[src/rtl/button_event_if.sv]
// Button event bus: tick and button level in, registered level plus one-cycle event pulses out.
interface button_event_if;
  logic en_i;
  logic in;
  logic pressed_o;
  logic press_o;
  logic release_o;
  logic short_o;
  logic double_o;
  logic long_o;
  logic repeat_o;

  modport master (
    output en_i, in,
    input  pressed_o, press_o, release_o, short_o, double_o, long_o, repeat_o
  );

  modport slave (
    input  en_i, in,
    output pressed_o, press_o, release_o, short_o, double_o, long_o, repeat_o
  );
endinterface

[src/rtl/button_event.sv]
// Classifies a debounced button into press/release edges and short, double, long and repeat gestures,
// timed in en_i ticks. Every output is registered one cycle after the sampling edge.
module button_event #(
  parameter int LONG_EN_COUNT   = 16,
  parameter int GAP_EN_COUNT    = 8,
  parameter int REPEAT_EN_COUNT = 4
) (
  input logic clk,
  input logic rst_n,
  button_event_if.slave bus
);

  localparam int MAX_LG  = (LONG_EN_COUNT > GAP_EN_COUNT) ? LONG_EN_COUNT : GAP_EN_COUNT;
  localparam int MAX_CNT = (MAX_LG > REPEAT_EN_COUNT) ? MAX_LG : REPEAT_EN_COUNT;
  localparam int CNT_W   = $clog2(MAX_CNT + 1);

  localparam logic [CNT_W-1:0] LONG_LAST = CNT_W'(LONG_EN_COUNT - 1);
  localparam logic [CNT_W-1:0] GAP_LAST  = CNT_W'(GAP_EN_COUNT - 1);
  localparam logic [CNT_W-1:0] REP_LAST  = CNT_W'(REPEAT_EN_COUNT - 1);

  typedef enum logic [2:0] {IDLE, PRESS1, GAP, PRESS2, HELD} state_t;

  state_t           state, state_nxt;
  logic [CNT_W-1:0] cnt, cnt_nxt;
  logic             in_q;
  logic             rise, fall;
  logic             long_hit, gap_hit, rep_hit;

  logic press_p0, release_p0, short_p0, double_p0, long_p0, repeat_p0;
  logic press_p1, release_p1, short_p1, double_p1, long_p1, repeat_p1;

  assign rise     = bus.in & ~in_q;
  assign fall     = ~bus.in & in_q;
  assign long_hit = bus.en_i && (cnt == LONG_LAST);
  assign gap_hit  = bus.en_i && (cnt == GAP_LAST);
  assign rep_hit  = bus.en_i && (cnt == REP_LAST);

  always_ff @(posedge clk or negedge rst_n) begin
    if (!rst_n) begin
      state <= IDLE;
      cnt   <= '0;
      in_q  <= 1'b0;
    end else begin
      state <= state_nxt;
      cnt   <= cnt_nxt;
      in_q  <= bus.in;
    end
  end

  // Edges take priority over thresholds; out-of-place edges simply fall through.
  always_comb begin
    state_nxt = state;
    cnt_nxt   = cnt;
    case (state)
      IDLE: begin
        if (rise) state_nxt = PRESS1;
      end
      PRESS1: begin
        if (fall)          state_nxt = GAP;
        else if (long_hit) state_nxt = HELD;
        else if (bus.en_i) cnt_nxt   = cnt + CNT_W'(1);
      end
      GAP: begin
        if (rise)          state_nxt = PRESS2;
        else if (gap_hit)  state_nxt = IDLE;
        else if (bus.en_i) cnt_nxt   = cnt + CNT_W'(1);
      end
      PRESS2: begin
        if (fall)          state_nxt = IDLE;
        else if (long_hit) state_nxt = HELD;
        else if (bus.en_i) cnt_nxt   = cnt + CNT_W'(1);
      end
      HELD: begin
        if (fall)          state_nxt = IDLE;
        else if (rep_hit)  cnt_nxt   = '0;
        else if (bus.en_i) cnt_nxt   = cnt + CNT_W'(1);
      end
      default: state_nxt = IDLE;
    endcase
    if (state_nxt != state) cnt_nxt = '0;
  end

  always_comb begin
    press_p0   = 1'b0;
    release_p0 = 1'b0;
    short_p0   = 1'b0;
    double_p0  = 1'b0;
    long_p0    = 1'b0;
    repeat_p0  = 1'b0;
    case (state)
      IDLE: press_p0 = rise;
      PRESS1: begin
        release_p0 = fall;
        long_p0    = !fall && long_hit;
      end
      GAP: begin
        press_p0 = rise;
        short_p0 = !rise && gap_hit;
      end
      PRESS2: begin
        release_p0 = fall;
        double_p0  = fall;
        short_p0   = !fall && long_hit;
        long_p0    = !fall && long_hit;
      end
      HELD: begin
        release_p0 = fall;
        repeat_p0  = !fall && rep_hit;
      end
      default: ;
    endcase
  end

  // p0 -> p1: event pulses registered
  always_ff @(posedge clk or negedge rst_n) begin
    if (!rst_n) begin
      press_p1   <= 1'b0;
      release_p1 <= 1'b0;
      short_p1   <= 1'b0;
      double_p1  <= 1'b0;
      long_p1    <= 1'b0;
      repeat_p1  <= 1'b0;
    end else begin
      press_p1   <= press_p0;
      release_p1 <= release_p0;
      short_p1   <= short_p0;
      double_p1  <= double_p0;
      long_p1    <= long_p0;
      repeat_p1  <= repeat_p0;
    end
  end

  assign bus.pressed_o = in_q;
  assign bus.press_o   = press_p1;
  assign bus.release_o = release_p1;
  assign bus.short_o   = short_p1;
  assign bus.double_o  = double_p1;
  assign bus.long_o    = long_p1;
  assign bus.repeat_o  = repeat_p1;

endmodule
[src/flat_wrapper.sv]
// flat-port wrapper written by rule: the top's interface ports become plain ports
module button_event_flat 
#(
  parameter int LONG_EN_COUNT   = 16,
  parameter int GAP_EN_COUNT    = 8,
  parameter int REPEAT_EN_COUNT = 4
)
  (clk, rst_n, bus_en_i, bus_in, bus_pressed_o, bus_press_o, bus_release_o, bus_short_o, bus_double_o, bus_long_o, bus_repeat_o);
  button_event_if bus_i ();
  input logic clk;
  input logic rst_n;
  input wire logic [$bits(bus_i.en_i)-1:0] bus_en_i;
  input wire logic [$bits(bus_i.in)-1:0] bus_in;
  output wire logic [$bits(bus_i.pressed_o)-1:0] bus_pressed_o;
  output wire logic [$bits(bus_i.press_o)-1:0] bus_press_o;
  output wire logic [$bits(bus_i.release_o)-1:0] bus_release_o;
  output wire logic [$bits(bus_i.short_o)-1:0] bus_short_o;
  output wire logic [$bits(bus_i.double_o)-1:0] bus_double_o;
  output wire logic [$bits(bus_i.long_o)-1:0] bus_long_o;
  output wire logic [$bits(bus_i.repeat_o)-1:0] bus_repeat_o;
  assign bus_i.en_i = bus_en_i;
  assign bus_i.in = bus_in;
  assign bus_pressed_o = bus_i.pressed_o;
  assign bus_press_o = bus_i.press_o;
  assign bus_release_o = bus_i.release_o;
  assign bus_short_o = bus_i.short_o;
  assign bus_double_o = bus_i.double_o;
  assign bus_long_o = bus_i.long_o;
  assign bus_repeat_o = bus_i.repeat_o;
  button_event #(.LONG_EN_COUNT(LONG_EN_COUNT), .GAP_EN_COUNT(GAP_EN_COUNT), .REPEAT_EN_COUNT(REPEAT_EN_COUNT)) u_core (.clk(clk), .rst_n(rst_n), .bus(bus_i));
endmodule
[config.mk]
export PLATFORM = sky130hd
export DESIGN_NAME = button_event_flat
export DESIGN_NICKNAME = d
export VERILOG_FILES = /design/src/rtl/button_event_if.sv /design/src/rtl/button_event.sv /design/src/flat_wrapper.sv
export SDC_FILE = /design/constraint.sdc
export NUM_CORES = 1
export LEC_CHECK = 0
export ABC_AREA = 1
export BUFFER_PORTS_ARGS = -buffer_cell sky130_fd_sc_hd__buf_2
export CORE_ASPECT_RATIO = 0.8
export CORE_UTILIZATION = 50
export DETAILED_ROUTE_END_ITERATION = 7
export PLACE_DENSITY = 0.7
export RECOVER_POWER = 100
export SETUP_SLACK_MARGIN = 0.05
export SLEW_MARGIN = 20
export SYNTH_ARGS = -nofsm -noshare
export SYNTH_HDL_FRONTEND = slang
export SYNTH_SLANG_ARGS = --single-unit
[constraint.sdc]
create_clock -name clk -period 2.6 [get_ports clk]
set_input_delay 0.52 -clock clk [delete_from_list [all_inputs] [get_ports clk]]
set_output_delay 0.52 -clock clk [all_outputs]
set_load 0.01 [all_outputs]
# ---- After elaboration in Yosys (flattened, before gate mapping)
# Cells that the tools add are included.
dict set report totals {
  regBits 15
  out_inout_bits 7
  wordCells 64
}
dict set report op_classes {
  reduce_logical 14
  n_mux 23
  bitwise 4
  eq_ne 13
  addsub 1
}
# operator count
set ops {}
lappend ops {{5-bit 2-to-1 mux} 8}
lappend ops {{3-bit 2-to-1 mux} 7}
lappend ops {{3-bit inequality test (second input constant)} 5}
lappend ops {{3-bit case mux with 5 select lines} 1}
lappend ops {{5-bit case mux with 3 select lines} 1}
lappend ops {{3-bit by 2-bit equality test with 1-bit output (second input constant)} 2}
lappend ops {{1-bit logical AND} 6}
lappend ops {{6-bit AND reduction} 1}
lappend ops {{5-bit by 1-bit adder with 5-bit output (second input constant)} 1}
lappend ops {{5-bit by 2-bit equality test with 1-bit output (second input constant)} 1}
lappend ops {{5-bit by 3-bit equality test with 1-bit output (second input constant)} 1}
lappend ops {{5-bit by 4-bit equality test with 1-bit output (second input constant)} 1}
lappend ops {{1-bit 2-to-1 mux} 5}
lappend ops {{4-bit nonzero test} 1}
lappend ops {{2-bit OR reduction} 2}
lappend ops {{3-bit by 1-bit equality test with 1-bit output (second input constant)} 1}
lappend ops {{3-bit equality test (second input constant)} 1}
lappend ops {{3-bit logical NOT} 1}
lappend ops {{3-bit inequality test} 1}
lappend ops {{3-bit OR reduction} 1}
lappend ops {{1-bit AND} 2}
lappend ops {{1-bit logical NOT} 2}
lappend ops {{1-bit inverter} 2}
lappend ops {{1-bit case mux with 2 select lines} 1}

# ---- Logic depth before layout (Yosys ltp)
dict set report depth {
  word_depth 8
  mapped_depth 14
  ltp_nobuf 14
}

# ---- Worst setup path before layout
# No wires, ideal clock.
dict set report synth_path {
  path_type {reg-to-reg}
  from {reg u_core.cnt[0]}
  to {reg u_core.cnt[2]}
  path_slack_ps 912
  t_arrival_ps 1571
  path_buffers 0
  path_stages_with_launch 15
  path_cell_list {dfrtp_1 -> ha_1 -> nand2_1 -> nor2_1 -> ha_1 -> nand2_1 -> inv_1 -> nand2_2 -> inv_1 -> a21oi_1 -> nand3_2 -> nand2_1 -> nand2_1 -> inv_1 -> nor2_1}
}
dict set report synth_between {
  elab_chain_cells 8
  elab_cells_between_ends 30
  cone_classes {add/sub: 1; eq/ne: 9; mux: 15; reduce/logical: 5}
}
# element line
set synth_rtl {}
lappend synth_rtl {{from (decl)} button_event.sv:24} ;# logic [CNT_W-1:0] cnt, cnt_nxt;
lappend synth_rtl {{from (signal assigned)} button_event.sv:45} ;# cnt <= cnt_nxt;
lappend synth_rtl {{5-bit by 4-bit equality test with 1-bit output / 5-bit by 3-bit equality test with 1-bit output (equally long branches)} {button_event.sv:34, button_event.sv:35}}
lappend synth_rtl {{1-bit logical AND (on tied branches)} {button_event.sv:34, button_event.sv:35}}
lappend synth_rtl {{3-bit 2-to-1 mux (on tied branches)} {button_event.sv:60, button_event.sv:70, button_event.sv:65}}
lappend synth_rtl {{3-bit 2-to-1 mux (on tied branches)} {button_event.sv:69, button_event.sv:59, button_event.sv:64}}
lappend synth_rtl {{3-bit case mux with 5 select lines} button_event.sv:54} ;# case (state)
lappend synth_rtl {{3-bit inequality test} button_event.sv:80} ;# if (state_nxt != state) cnt_nxt = '0;
lappend synth_rtl {{3-bit inequality test (no line) / 4-bit nonzero test (equally long branches)} -}
lappend synth_rtl {{6-bit AND reduction (no line)} -}
# Parallel ways exist; a longest one is shown, timed or not. The select of a mux whose other input is x is not followed.
# A chain may end at the register's enable or synchronous reset.

# ---- Worst setup path in the final report
# Same ends and word-level chain as after synthesis.

==> results_dict.tcl <==
set metrics [dict create \
    synth_cells 139 \
    grt_pass1_wl_um 3040 \
    synthSimpleGateAreaFrac 0.388 \
    cts.sinks 15 \
    vias_per_cell 4.97 \
    cts_made_buffers 3 \
    syn-num-nets 145 \
    finalCritPeriodShare 0.744 \
    slew_headroom 0.457 \
    clkLatencyLatePin_ns 0.29 \
    fillers 160 \
    outcome "completed" \
    synth_xor_area_frac 0.00925 \
    core_area_um2 1690 \
    yosysSeqAreaShare 0.396 \
    vias 865 \
    fp.dieW_um 50.7 \
    routabilityCongestion 0.821 \
    synthAdderAreaFrac 0.0264 \
    wl_um 1970 \
    drtIter0Drc 41 \
    synth_compound_area_frac 0.0687 \
    syn_area_per_cell_um2 6.81 \
    synth.largest_area_cell "dfrtp_1" \
    synth_top_family_by_area "simple AND/OR/NAND/NOR gates" \
    finalNetCount 159 \
    overflow 0 \
    ys_top_cells_by_area "dfrtp_1 40%, nand2_1 16%, inv_1 9.1%" \
    drtAntennaViolNets 0 \
    cts_resized 0 \
    period_needed_ns 1.94 \
    grt_use_total 0.215 \
    vdd_drop_max_v 0.000597 \
    maxCapViolCount 0 \
    ys_ff_latch 15 \
    wl_per_cell_um 11.3 \
    cts_max_level 1 \
    skew_ns 0.00502 \
    die_area_um2 2070 \
    drive_above_1_share 0.0855 \
    grt_pass1_vias 684 \
    start_util 0.560 \
    critical_path_class "reg -> reg" \
    cts_tree "yes" \
    numPortBuffers 10 \
    ys.flop_type "dfrtp_1" \
    cp.arrival_ns 2.12 \
    fp.dieH_um 40.9 \
    drt-pass1-iter-count 4 \
    hold_violations 0 \
    pre_cts_slack_ns 0.723 \
    ys_types 22 \
    fmax_mhz 517 \
    num_rows 13 \
    async_reset_ff_frac 1.00 \
    grt_max_degree 16 \
    cts-root-buf "clkbuf_4" \
    antenna_found_initial 0 \
    startpoint_type "register" \
    dpl.hpwl_um 1530 \
    pin_count 11 \
    yosysMostFrequentCell "nand2_1" \
    critical_path.max_fanout 5 \
    yosys-top-cells-count "40 x nand2_1, 23 x inv_1, 17 x nor2_1" \
    fin_ws_ns 0.664 \
    tightest_slew_ns 0.815 \
    diodes 0 \
    ys.warnings.count 0 \
    rsz0062_at_grt "false" \
    holdBufCountCts 0 \
    power_leakage_nw 0.597 \
    report.final.slew_viol_count 0 \
    end_kind "register" \
    crit_required_ns 2.79 \
    clkTransAtPathRegs_ns 0.09 \
    synth.area.mux_share 0 \
    drcViolationCount 0 \
    post-cts-setup-buffer-count 0 \
    yosysTopAreaCellShare 0.396 \
    hold_path.class "in -> async" \
    synth_edf_count 0 \
    area_growth_pct 7.66 \
    cts_buffer_depth 2 \
    finalSetupViolations 0 \
    setup_tns_ns 0 \
    synth.cell_area_um2 947 \
    power_density_nw_per_um2 837 \
]
[cells by family (layout without fill, tap and decap cells)]
kind of cell	count (synthesis)	count (layout)
DFF	15	15
and+or+nand+nor	83	83
buffers and inverters	27	40
adders and majority gates	2	2
AOI/OAI and AO/OA	11	11
xor gates and xnor gates	1	1
[cell usage in the layout (no fill, tap or decap), drive strengths merged]
master	Yosys	layout
clkbuf	0	12
dfrtp	15	15
clkinv	0	1
buf	1	1
a22oi	1	1
nor2	20	20
nor3	2	2
o21ai	3	3
ha	2	2
xnor2	1	1
nand2	45	45
nand3	13	13
a21oi	6	6
or2	1	1
inv	26	26
o32ai	1	1
nand4	2	2
[power breakdown]
part	switching, W	total (W)	internal, W
combinational	0.000263	0.000398	0.000136
sequential	0.0000450	0.000319	0.000274
clock	0.0000788	0.000136	0.0000573
[state kept, by name, summed over array words and instances (netlist names)]
register / flops
u_core.cnt: 5
u_core.bus.long_o: 1
u_core.bus.release_o: 1
u_core.state: 3
u_core.bus.pressed_o: 1
u_core.bus.double_o: 1
u_core.bus.repeat_o: 1
u_core.bus.short_o: 1
u_core.bus.press_o: 1
[area by class of cell]
class	instances	area, um^2	share of cell area
multi-input cells	97	453	0.444
flip-flops and latches	15	375	0.368
inverters	26	97.6	0.0957
repair buffers	10	38.8	0.0380
well taps	22	27.5	0.0270
clock buffers	3	22.5	0.0221
clock inverters	1	5.00	0.00491
[worst max-delay path, cell delays in order (launching register included)]
cell	delay, ns
dfrtp_1	0.44
ha_1	0.23
nand2_1	0.07
nor2_1	0.05
ha_1	0.18
nand2_1	0.11
nand2_1	0.09
nor2_1	0.15
nor2_1	0.06
nand2_1	0.05
nand2_1	0.08
nand2_1	0.08
nand2_1	0.05
nand2_1	0.15
nor2_1	0.07
[stage by stage]
| step | instance area (um^2) | instances | total power (W) | utilization | hold slack, ns |
|---|---|---|---|---|---|
| after floorplan | 947 | 139 | 0.000645 | - | 0.224 |
| after global placement | 1020 | 170 | 0.000725 | 0.601 | 0.441 |
| after detailed placement | 1020 | 170 | 0.000735 | 0.601 | 0.444 |
| after CTS | 1040 | 174 | 0.000874 | 0.618 | 0.120 |
| after global routing | 1020 | 174 | 0.000928 | 0.603 | 0.359 |
| final | 1020 | 174 | 0.000853 | 0.603 | 0.288 |
[per-layer routing]
layer / global-route usage / share of wire
met5: 0 / 0
met4: 0.0417 / 0.0066
met3: 0.0778 / 0.065
met2: 0.333 / 0.41
met1: 0.293 / 0.51
[final timing paths]
| kind | slack [ns] | from | endpoint | cells past startpoint |
|---|---|---|---|---|
| max | 0.66 | u_core.cnt[0] | u_core.cnt[2] | 14 |
| min | 0.29 | rst_n | u_core.bus.pressed_o | 1 |
| max reg2reg | 0.66 | u_core.cnt[0] | u_core.cnt[2] | 14 |
| min reg2reg | 0.55 | u_core.state[0] | u_core.bus.press_o | 1 |
| min in group clk | 0.37 | bus_in | u_core.bus.pressed_o | 1 |
| max in group asynchronous | 1.81 | rst_n | u_core.cnt[0] | 1 |
(Power assumes the default switching activity.)
